[config.mk]
export PLATFORM = sky130hd
export DESIGN_NAME = reg_scoreboard_flat
export DESIGN_NICKNAME = d
export VERILOG_FILES = /design/src/rtl/reg_scoreboard_if.sv /design/src/rtl/reg_scoreboard.sv /design/src/flat_wrapper.sv
export SDC_FILE = /design/constraint.sdc
export NUM_CORES = 1
export LEC_CHECK = 0
export ABC_CLOCK_PERIOD_IN_PS = 5200
export CAP_MARGIN = 20
export CORE_MARGIN = 5
export CORE_UTILIZATION = 40
export DETAILED_ROUTE_END_ITERATION = 16
export SLEW_MARGIN = 20
export SYNTH_ARGS = -nofsm -noshare
export SYNTH_HDL_FRONTEND = slang
export SYNTH_SLANG_ARGS = --single-unit
export TNS_END_PERCENT = 1
[constraint.sdc]
create_clock -name clk -period 5.2 [get_ports clk]
set_input_delay 1.04 -clock clk [delete_from_list [all_inputs] [get_ports clk]]
set_output_delay 1.04 -clock clk [all_outputs]
set_load 0.01 [all_outputs]
[src/rtl/reg_scoreboard_if.sv]
// Issue/writeback bundle between the ID stage and its register-hazard scoreboard.
// Combinational stall/issue_fire back to the ID stage; registered status outputs.
// No backpressure on writebacks; stall is the only hold-off to the issuer.
interface reg_scoreboard_if #(
    parameter int REG_NUM    = 32,
    parameter int ADDR_W     = 5,
    parameter int READ_PORTS = 2,
    parameter int INFLIGHT_W = 8
);
    logic                         flush;
    logic                         issue_valid;
    logic [READ_PORTS-1:0]        rd_en;
    logic [READ_PORTS*ADDR_W-1:0] rd_addr;
    logic                         wr_en;
    logic [ADDR_W-1:0]            wr_addr;
    logic                         wb_valid;
    logic [ADDR_W-1:0]            wb_addr;
    logic                         stall;
    logic                         issue_fire;
    logic [REG_NUM-1:0]           busy_vec;
    logic [INFLIGHT_W-1:0]        inflight;
    logic                         underflow_err;

    modport master (
        output flush, issue_valid, rd_en, rd_addr, wr_en, wr_addr, wb_valid, wb_addr,
        input  stall, issue_fire, busy_vec, inflight, underflow_err
    );

    modport slave (
        input  flush, issue_valid, rd_en, rd_addr, wr_en, wr_addr, wb_valid, wb_addr,
        output stall, issue_fire, busy_vec, inflight, underflow_err
    );
endinterface

[src/rtl/reg_scoreboard.sv]
// Per-register saturating pending-write counters; stalls ID on RAW hazard or counter saturation.
// stall/issue_fire are zero-latency combinational; counters/busy_vec/inflight update one edge later.
// Writebacks always accepted; stall holds the issuer. SCOREBOARD_BYPASS_EN: WB-cycle reads don't stall.
module reg_scoreboard #(
    parameter int REG_NUM     = 32,
    parameter int ADDR_W      = 5,
    parameter int READ_PORTS  = 2,
    parameter int MAX_PENDING = 3,
    parameter int INFLIGHT_W  = 8
) (
    input  logic             clk,
    input  logic             rst,
    reg_scoreboard_if.slave  sb
);
    localparam int CNT_W      = $clog2(MAX_PENDING + 1);
    localparam int ADDR_SPACE = 2 ** ADDR_W;

    logic [CNT_W-1:0] cnt_q  [1:REG_NUM-1];
    // Full address-space view; r0 and out-of-range addresses read as count 0.
    logic [CNT_W-1:0] cnt_of [ADDR_SPACE];

    logic                  rd_busy;
    logic                  saturated;
    logic                  stall;
    logic                  fire;
    logic                  inc_any;
    logic                  dec_any;
    logic                  wb_err;
    logic [INFLIGHT_W-1:0] inflight_q;
    logic                  underflow_q;

    function automatic logic addr_ok(input logic [ADDR_W-1:0] a);
        return (a != '0) && (32'(a) < 32'(REG_NUM));
    endfunction

    always_comb begin
        for (int i = 0; i < ADDR_SPACE; i++) begin
            cnt_of[i] = '0;
        end
        for (int r = 1; r < REG_NUM; r++) begin
            cnt_of[r] = cnt_q[r];
        end
    end

    always_comb begin
        rd_busy = 1'b0;
        for (int i = 0; i < READ_PORTS; i++) begin
            automatic logic [ADDR_W-1:0] a = sb.rd_addr[i*ADDR_W +: ADDR_W];
            automatic logic hit = sb.rd_en[i] && (cnt_of[a] != '0);
`ifdef SCOREBOARD_BYPASS_EN
            // Last pending write retiring this cycle is forwarded from WB.
            if (sb.wb_valid && (sb.wb_addr == a) && (cnt_of[a] == CNT_W'(1))) begin
                hit = 1'b0;
            end
`endif
            rd_busy = rd_busy | hit;
        end
    end

    assign saturated = sb.wr_en && (cnt_of[sb.wr_addr] == CNT_W'(MAX_PENDING))
                       && !(sb.wb_valid && (sb.wb_addr == sb.wr_addr));
    assign stall     = sb.issue_valid && (rd_busy || saturated);
    assign fire      = sb.issue_valid && !stall && !sb.flush;

    assign inc_any = fire && sb.wr_en && addr_ok(sb.wr_addr);
    assign dec_any = sb.wb_valid && (cnt_of[sb.wb_addr] != '0);
    assign wb_err  = sb.wb_valid && addr_ok(sb.wb_addr) && (cnt_of[sb.wb_addr] == '0) && !sb.flush;

    for (genvar r = 1; r < REG_NUM; r++) begin : g_cnt
        logic inc;
        logic dec;
        assign inc = fire && sb.wr_en && (sb.wr_addr == ADDR_W'(r));
        assign dec = sb.wb_valid && (sb.wb_addr == ADDR_W'(r)) && (cnt_q[r] != '0);

        always_ff @(posedge clk or posedge rst) begin
            if (rst) begin
                cnt_q[r] <= '0;
            end else if (sb.flush) begin
                cnt_q[r] <= '0;
            end else if (inc && !dec) begin
                cnt_q[r] <= cnt_q[r] + CNT_W'(1);
            end else if (dec && !inc) begin
                cnt_q[r] <= cnt_q[r] - CNT_W'(1);
            end
        end
    end

    always_ff @(posedge clk or posedge rst) begin
        if (rst) begin
            inflight_q <= '0;
        end else if (sb.flush) begin
            inflight_q <= '0;
        end else if (inc_any && !dec_any) begin
            inflight_q <= inflight_q + INFLIGHT_W'(1);
        end else if (dec_any && !inc_any) begin
            inflight_q <= inflight_q - INFLIGHT_W'(1);
        end
    end

    // Sticky until reset; flush deliberately leaves it set.
    always_ff @(posedge clk or posedge rst) begin
        if (rst) begin
            underflow_q <= 1'b0;
        end else if (wb_err) begin
            underflow_q <= 1'b1;
        end
    end

    always_comb begin
        sb.busy_vec = '0;
        for (int r = 1; r < REG_NUM; r++) begin
            sb.busy_vec[r] = (cnt_q[r] != '0);
        end
    end

    assign sb.stall         = stall;
    assign sb.issue_fire    = fire;
    assign sb.inflight      = inflight_q;
    assign sb.underflow_err = underflow_q;
endmodule

[src/flat_wrapper.sv]
// flat-port wrapper written by rule: the top's interface ports become plain ports
module reg_scoreboard_flat 
#(
    parameter int REG_NUM     = 32,
    parameter int ADDR_W      = 5,
    parameter int READ_PORTS  = 2,
    parameter int MAX_PENDING = 3,
    parameter int INFLIGHT_W  = 8
)
  (clk, rst, sb_flush, sb_issue_valid, sb_rd_en, sb_rd_addr, sb_wr_en, sb_wr_addr, sb_wb_valid, sb_wb_addr, sb_stall, sb_issue_fire, sb_busy_vec, sb_inflight, sb_underflow_err);
  reg_scoreboard_if #(.REG_NUM(REG_NUM), .ADDR_W(ADDR_W), .READ_PORTS(READ_PORTS), .INFLIGHT_W(INFLIGHT_W)) sb_i ();
  input  logic clk;
  input  logic rst;
  input wire logic [$bits(sb_i.flush)-1:0] sb_flush;
  input wire logic [$bits(sb_i.issue_valid)-1:0] sb_issue_valid;
  input wire logic [$bits(sb_i.rd_en)-1:0] sb_rd_en;
  input wire logic [$bits(sb_i.rd_addr)-1:0] sb_rd_addr;
  input wire logic [$bits(sb_i.wr_en)-1:0] sb_wr_en;
  input wire logic [$bits(sb_i.wr_addr)-1:0] sb_wr_addr;
  input wire logic [$bits(sb_i.wb_valid)-1:0] sb_wb_valid;
  input wire logic [$bits(sb_i.wb_addr)-1:0] sb_wb_addr;
  output wire logic [$bits(sb_i.stall)-1:0] sb_stall;
  output wire logic [$bits(sb_i.issue_fire)-1:0] sb_issue_fire;
  output wire logic [$bits(sb_i.busy_vec)-1:0] sb_busy_vec;
  output wire logic [$bits(sb_i.inflight)-1:0] sb_inflight;
  output wire logic [$bits(sb_i.underflow_err)-1:0] sb_underflow_err;
  assign sb_i.flush = sb_flush;
  assign sb_i.issue_valid = sb_issue_valid;
  assign sb_i.rd_en = sb_rd_en;
  assign sb_i.rd_addr = sb_rd_addr;
  assign sb_i.wr_en = sb_wr_en;
  assign sb_i.wr_addr = sb_wr_addr;
  assign sb_i.wb_valid = sb_wb_valid;
  assign sb_i.wb_addr = sb_wb_addr;
  assign sb_stall = sb_i.stall;
  assign sb_issue_fire = sb_i.issue_fire;
  assign sb_busy_vec = sb_i.busy_vec;
  assign sb_inflight = sb_i.inflight;
  assign sb_underflow_err = sb_i.underflow_err;
  reg_scoreboard #(.REG_NUM(REG_NUM), .ADDR_W(ADDR_W), .READ_PORTS(READ_PORTS), .MAX_PENDING(MAX_PENDING), .INFLIGHT_W(INFLIGHT_W)) u_core (.clk(clk), .rst(rst), .sb(sb_i));
endmodule
# == After elaboration in Yosys (flattened, before gate mapping) ==
# Index checks and enable logic that the tools add are counted.
# word_totals
regBits,71
out_inout_bits,43
elab_cells,586
# classes
add_sub_neg,64
n_lt_le_gt_ge,4
n_eq_ne,64
muxes,108
n_bitwise,5
reduce_logical,308
# op_table
operator,n
$mux 2,101
$logic_and 1x1->1,171
$eq 5x5->1 const B,32
$reduce_bool 3->1,32
$eq 5x4->1 const B,16
$reduce_bool 2->1,34
$logic_not 1->1,67
$add 2x1->2 const B,31
$sub 2x1->2 const B,31
$bmux 2 s5,4
$eq 5x3->1 const B,8
$ge 6x6->1 const B,4
$mux 8,3
$not 5->6,4
$eq 5x2->1 const B,4
$eq 5x1->1 const B,2
$reduce_bool 5->1,2
$add 8x1->8 const B,1
$sub 8x1->8 const B,1
$eq 5x5->1,1
$eq 2x2->1 const B,1
$logic_not 2->1,1
$logic_or 1x1->1,1
$or 1x1->1,1

# == Logic depth before layout (Yosys ltp) ==
# depth
depth_word,19
mapped_depth,18
depth_no_buf,16

# == Worst setup path before layout ==
# No wires, ideal clock.
# synth_path
path_kind,input-to-reg
from,input port sb_wr_addr[0]
to,register u_core.inflight_q[7] (netlist: u_core.sb.inflight[7])
setup_time_ps,128
arrival_time_ps,4771
t_required_ps,5072
slack_ps,301
path_stages,17
path_cell_list,buf_6 mux4_2 a22o_1 a221oi_1 or3_2 o311ai_4 nor4b_4 buf_2 inv_1 ha_1 a21o_1 a21oi_1 o21ai_0 a21o_1 a21oi_1 mux2i_1 mux2_1
# synth_between
elab_chain_len,17
elab_cells_between_ends,24
# synth_lines
item,line,text
from (decl),flat_wrapper.sv:19,input wire logic [$bits(sb_i.wr_addr)-1:0] sb_wr_addr;
$not 5->6 (implied by the code),reg_scoreboard.sv:60,assign saturated = sb.wr_en && (cnt_of[sb.wr_addr] == CNT_W'(MAX_PENDING))
$bmux 2 s5,reg_scoreboard.sv:60,
$mux 2 (implied by the code) (2 in series),reg_scoreboard.sv:60,
$eq 2x2->1,reg_scoreboard.sv:60,
$logic_and 1x1->1,reg_scoreboard.sv:60,
$logic_and 1x1->1,reg_scoreboard.sv:61,&& !(sb.wb_valid && (sb.wb_addr == sb.wr_addr));
$logic_or 1x1->1,reg_scoreboard.sv:62,assign stall = sb.issue_valid && (rd_busy || saturated);
$logic_and 1x1->1,reg_scoreboard.sv:62,
$logic_not 1->1,reg_scoreboard.sv:63,assign fire = sb.issue_valid && !stall && !sb.flush;
$logic_and 1x1->1 (2 in series),reg_scoreboard.sv:63,
$logic_and 1x1->1,reg_scoreboard.sv:65,assign inc_any = fire && sb.wr_en && addr_ok(sb.wr_addr);
$logic_and 1x1->1 *,reg_scoreboard.sv:65,
$logic_and 1x1->1 or $logic_not 1->1 (tied branches),"reg_scoreboard.sv:93, reg_scoreboard.sv:95",
$mux 8 or $logic_and 1x1->1 (tied branches),"reg_scoreboard.sv:93, reg_scoreboard.sv:95",
$mux 8 or $reduce_bool 3->1 (tied branches),n/a,
to (signal assigned),reg_scoreboard.sv:94,inflight_q <= inflight_q + INFLIGHT_W'(1);
to (signal assigned),reg_scoreboard.sv:96,inflight_q <= inflight_q - INFLIGHT_W'(1);
to (decl),reg_scoreboard.sv:29,logic [INFLIGHT_W-1:0] inflight_q;
# Every way passes the cells marked *; elsewhere a longest branch is shown, timed or not. The select of a mux whose other input is x is not followed.
# A chain may end at the register's enable or synchronous reset.

# == Worst setup path after layout ==
# layout_path
from,input port sb_wr_addr[0]
to,output port sb_issue_fire
# layout_between
elab_chain_len,12
elab_cells_between_ends,15
# layout_lines
item,line,text
$not 5->6 (implied by the code),reg_scoreboard.sv:60,
$bmux 2 s5,reg_scoreboard.sv:60,
$mux 2 (implied by the code) (2 in series),reg_scoreboard.sv:60,
$eq 2x2->1,reg_scoreboard.sv:60,
$logic_and 1x1->1,reg_scoreboard.sv:60,
$logic_and 1x1->1 *,reg_scoreboard.sv:61,
$logic_or 1x1->1 *,reg_scoreboard.sv:62,
$logic_and 1x1->1 *,reg_scoreboard.sv:62,
$logic_not 1->1 *,reg_scoreboard.sv:63,
$logic_and 1x1->1 * (2 in series),reg_scoreboard.sv:63,
to (decl),flat_wrapper.sv:23,output wire logic [$bits(sb_i.issue_fire)-1:0] sb_issue_fire;
# Marked as above.

==> results.cfg <==
[synthesis]
syn-cell-area_sq_mm = 0.00630
synthFlopType = dfrtp_1
synth.distinct_cells = 76
synth_edf_count = 0
syn-num-nets = 798
syn_inst = 762
yosysWarnings = 0
ys_seq_area_frac = 0.282
avgSynthCellArea_sq_um = 8.27
yosysTopAreaCell = dfrtp_1
synthArstFlopShare = 1.00
synth_top_area_frac = 0.282
synth.area.top_cells = dfrtp_1 28%, mux4_2 8.9%, nor2_1 5.4%
ys_seq_elements = 71

[timing]
post-route-min-period_ns = 5.12
fin_hold_ws_ns = 0.529
setup_ws_ns = 0.0760
rsz0062_at_grt = no
maxSlewViolCount = 0
min_period_over_period = 0.985
fmax_ghz = 0.195
setup_viol = 0
worst-slew-pin-transition_ns = 0.917
maxSlewHeadroom = 0.387
fin_skew_ns = 0.00569
hold_viol_final = 0

[die]
std_cell_rows = 45
die_w_um = 136
die_h_um = 136
io_pins = 71
initial_core_util = 0.412
dieArea_sq_mm = 0.0184
core_sq_mm = 0.0153

[job]
max_cap_violations = 0

[worst_hold_path]
worst_hold_path.endpoint = u_core.sb.underflow_err$_DFFE_PP0P_
min-delay-start = u_core.sb.underflow_err$_DFFE_PP0P_
hold_class = flip-flop to flip-flop
hold_depth = 1

[detailed_routing]
wl_mm = 22.7
via_per_inst = 6.15
ant_nets = 0
vias = 6570
wl_per_cell_um = 21.2
dr.pass1.iters = 7
drcViolationCount = 0
first_iter_violations = 689

[power]
p_leak_nw = 3.16
vdd_drop_max_uv = 152
p_per_area_mw_per_mm2 = 195

[global_routing]
grt_pass1_wl_mm = 35.6
global_route.usage.total = 0.252
use_met1 = 0.340
use_met2 = 0.395
gr-max-usage-layer = met2
grt_overflow = 0
first_global_vias = 6293
grt_max_degree = 71
antenna_found_initial = 0
grtUsageMet3 = 0.0594

[worst_setup_path]
rr_endpoint = u_core.sb.inflight[7]$_DFFE_PP0P_
crit_fanout = 16
arrival_ns = 4.08
end_kind = output pin
crit_top_cell = clkdlybuf4s50_1
start_kind = input pin
timing.rr.start = u_core.cnt_of[41]$_DFFE_PP0P_
path_cells = clkdlybuf4s50_1 -> buf_12 -> mux4_2 -> a22o_1 -> a221oi_1 -> or3_2 -> o311ai_4 -> buf_4 -> nor2_2 -> and3_1 -> clkdlybuf4s50_1
slowest_stage = clkdlybuf4s50_1
max_stage_delay_ns = 0.54
worstRegToRegCells = 15
reg2reg_slack_ns = 1.07
crit_required_ns = 4.16
critical_path_class = input pin to output pin
crit_start = sb_wr_addr[0]

[placed_design]
hpwlAfterDp_mm = 17.2
gp_congestion = 0.948
place_ws_ns = -0.0152
port_buffers = 69
place_inst = 1053

[cells_and_area]
antenna_cells = 0
final_cell_count_no_fill = 1069
drive_gt1_frac = 0.147
fillers = 1466
synthToLayoutAreaGrowth_pct = 23.6
fin_nets = 890

[status]
status = completed

[clock_tree]
clk_path_buf_depth = 2
post_cts_buffers = 0
path_clk_slew_ns = 0.06
clock_sinks = 71
cts_tree = built
cts_root_buffer = clkbuf_16
numCtsBuffers = 9
cts.htree.levels = 3
clk_latency_ns = 0.35
## flip-flops by register name (all words and copies together), names as in the netlist
register and cells:
u_core.cnt_of 62, u_core.sb.underflow_err 1, u_core.sb.inflight 8
## timing repair
action                                  in CTS  in global routing
hold buffers                                 0                  0
endpoints found under the setup margin       0                  1
resized for setup                            0                  2
## cell type report
cell class	instances	area, sq um	area share
multi-input combinational	602	4130	0.530
sequential	71	1780	0.228
timing repair buffer	130	1180	0.152
clock buffer	12	267	0.0342
tap	211	264	0.0339
inverter	40	150	0.0193
clock inverter	3	17.5	0.00225
## synth_stat cells, types with 12 or more instances
| library cell | number |
|---|---|
| nor2_1 | 91 |
| dfrtp_1 | 71 |
| o21ai_0 | 58 |
| a21oi_1 | 49 |
| nand2_1 | 48 |
| nor3_1 | 47 |
| inv_1 | 38 |
| nor3b_1 | 26 |
| clkbuf_1 | 25 |
| mux4_2 | 25 |
| xnor2_1 | 24 |
| and2_1 | 23 |
| nand4_1 | 21 |
| xor2_1 | 16 |
| nand3_1 | 15 |
| or3_1 | 12 |
## layout by cell type (no fill, tap or decap), drive strengths merged, types with 4 or more instances in the layout
master,instances
a2111oi,4
a211oi,11
a21oi,49
a221oi,4
and2,23
and3,7
buf,62
clkbuf,12
clkdlybuf4s50,68
dfrtp,71
ha,7
inv,39
mux2,6
mux2i,10
mux4,25
nand2,48
nand2b,6
nand3,15
nand3b,5
nand4,21
nor2,92
nor2b,11
nor3,49
nor3b,26
nor4,8
o2111ai,5
o21ai,60
o21bai,4
or2,6
or3,13
or4,5
xnor2,24
xor2,16
## stage by stage
| step | instance area, sq um | power (W) | utilization | TNS (ns) |
|---|---|---|---|---|
| after floorplan | 6300 | 0.000773 | - | 0 |
| after global placement | 7480 | 0.000911 | 0.489 | 0 |
| after detailed placement | 7480 | 0.000917 | 0.489 | -0.0152 |
| after CTS | 7770 | 0.00152 | 0.507 | 0 |
| after global routing | 7790 | 0.00159 | 0.509 | 0 |
| final | 7790 | 0.00152 | 0.509 | 0 |
## where the power goes
group	leakage (nW)	internal, W	total, W	switching, W
clock	0.140	0.000358	0.000606	0.000248
combinational	2.03	0.000152	0.000339	0.000188
sequential	0.983	0.000561	0.000572	0.0000106
## critical path, delay by kind of cell
kind                   cells  cell delay (ns)
AOI/OAI and AO/OA          3             0.58
buffers and inverters      4             1.38
muxes                      1             0.52
and+or+nand+nor            3             0.54
## worst max path at each step
stage                                                   end  slack [ns]  depth (start not counted)
after global routing                          sb_issue_fire       0.004                         11
after detailed placement  u_core.sb.inflight[7]$_DFFE_PP0P_       -0.02                         17
final                                         sb_issue_fire        0.08                         11
after floorplan           u_core.sb.inflight[7]$_DFFE_PP0P_        0.30                         17
after CTS                                     sb_issue_fire        0.02                         11
after global placement    u_core.sb.inflight[7]$_DFFE_PP0P_        0.03                         17
## logic make-up (layout without fill, tap and decap cells)
group                      Yosys count  in the layout  share of synthesized area
DFF                                 71             71                      0.282
adders and majority gates            8              8                     0.0171
other                                1              1                   0.000595
xor gates and xnor gates            40             40                     0.0556
buffers and inverters               89            185                     0.0649
muxes                               41             41                      0.117
and+or+nand+nor                    339            339                      0.283
AOI/OAI and AO/OA                  173            173                      0.180
## per-layer routing
layer,wire (um),vias to the layer above,share of wire
li1,-,2972,-
met2,10400,349,0.46
met1,9540,3208,0.42
met5,0,-,0
met4,603,0,0.027
met3,2140,41,0.094
Power figures use the tool's default switching activity.
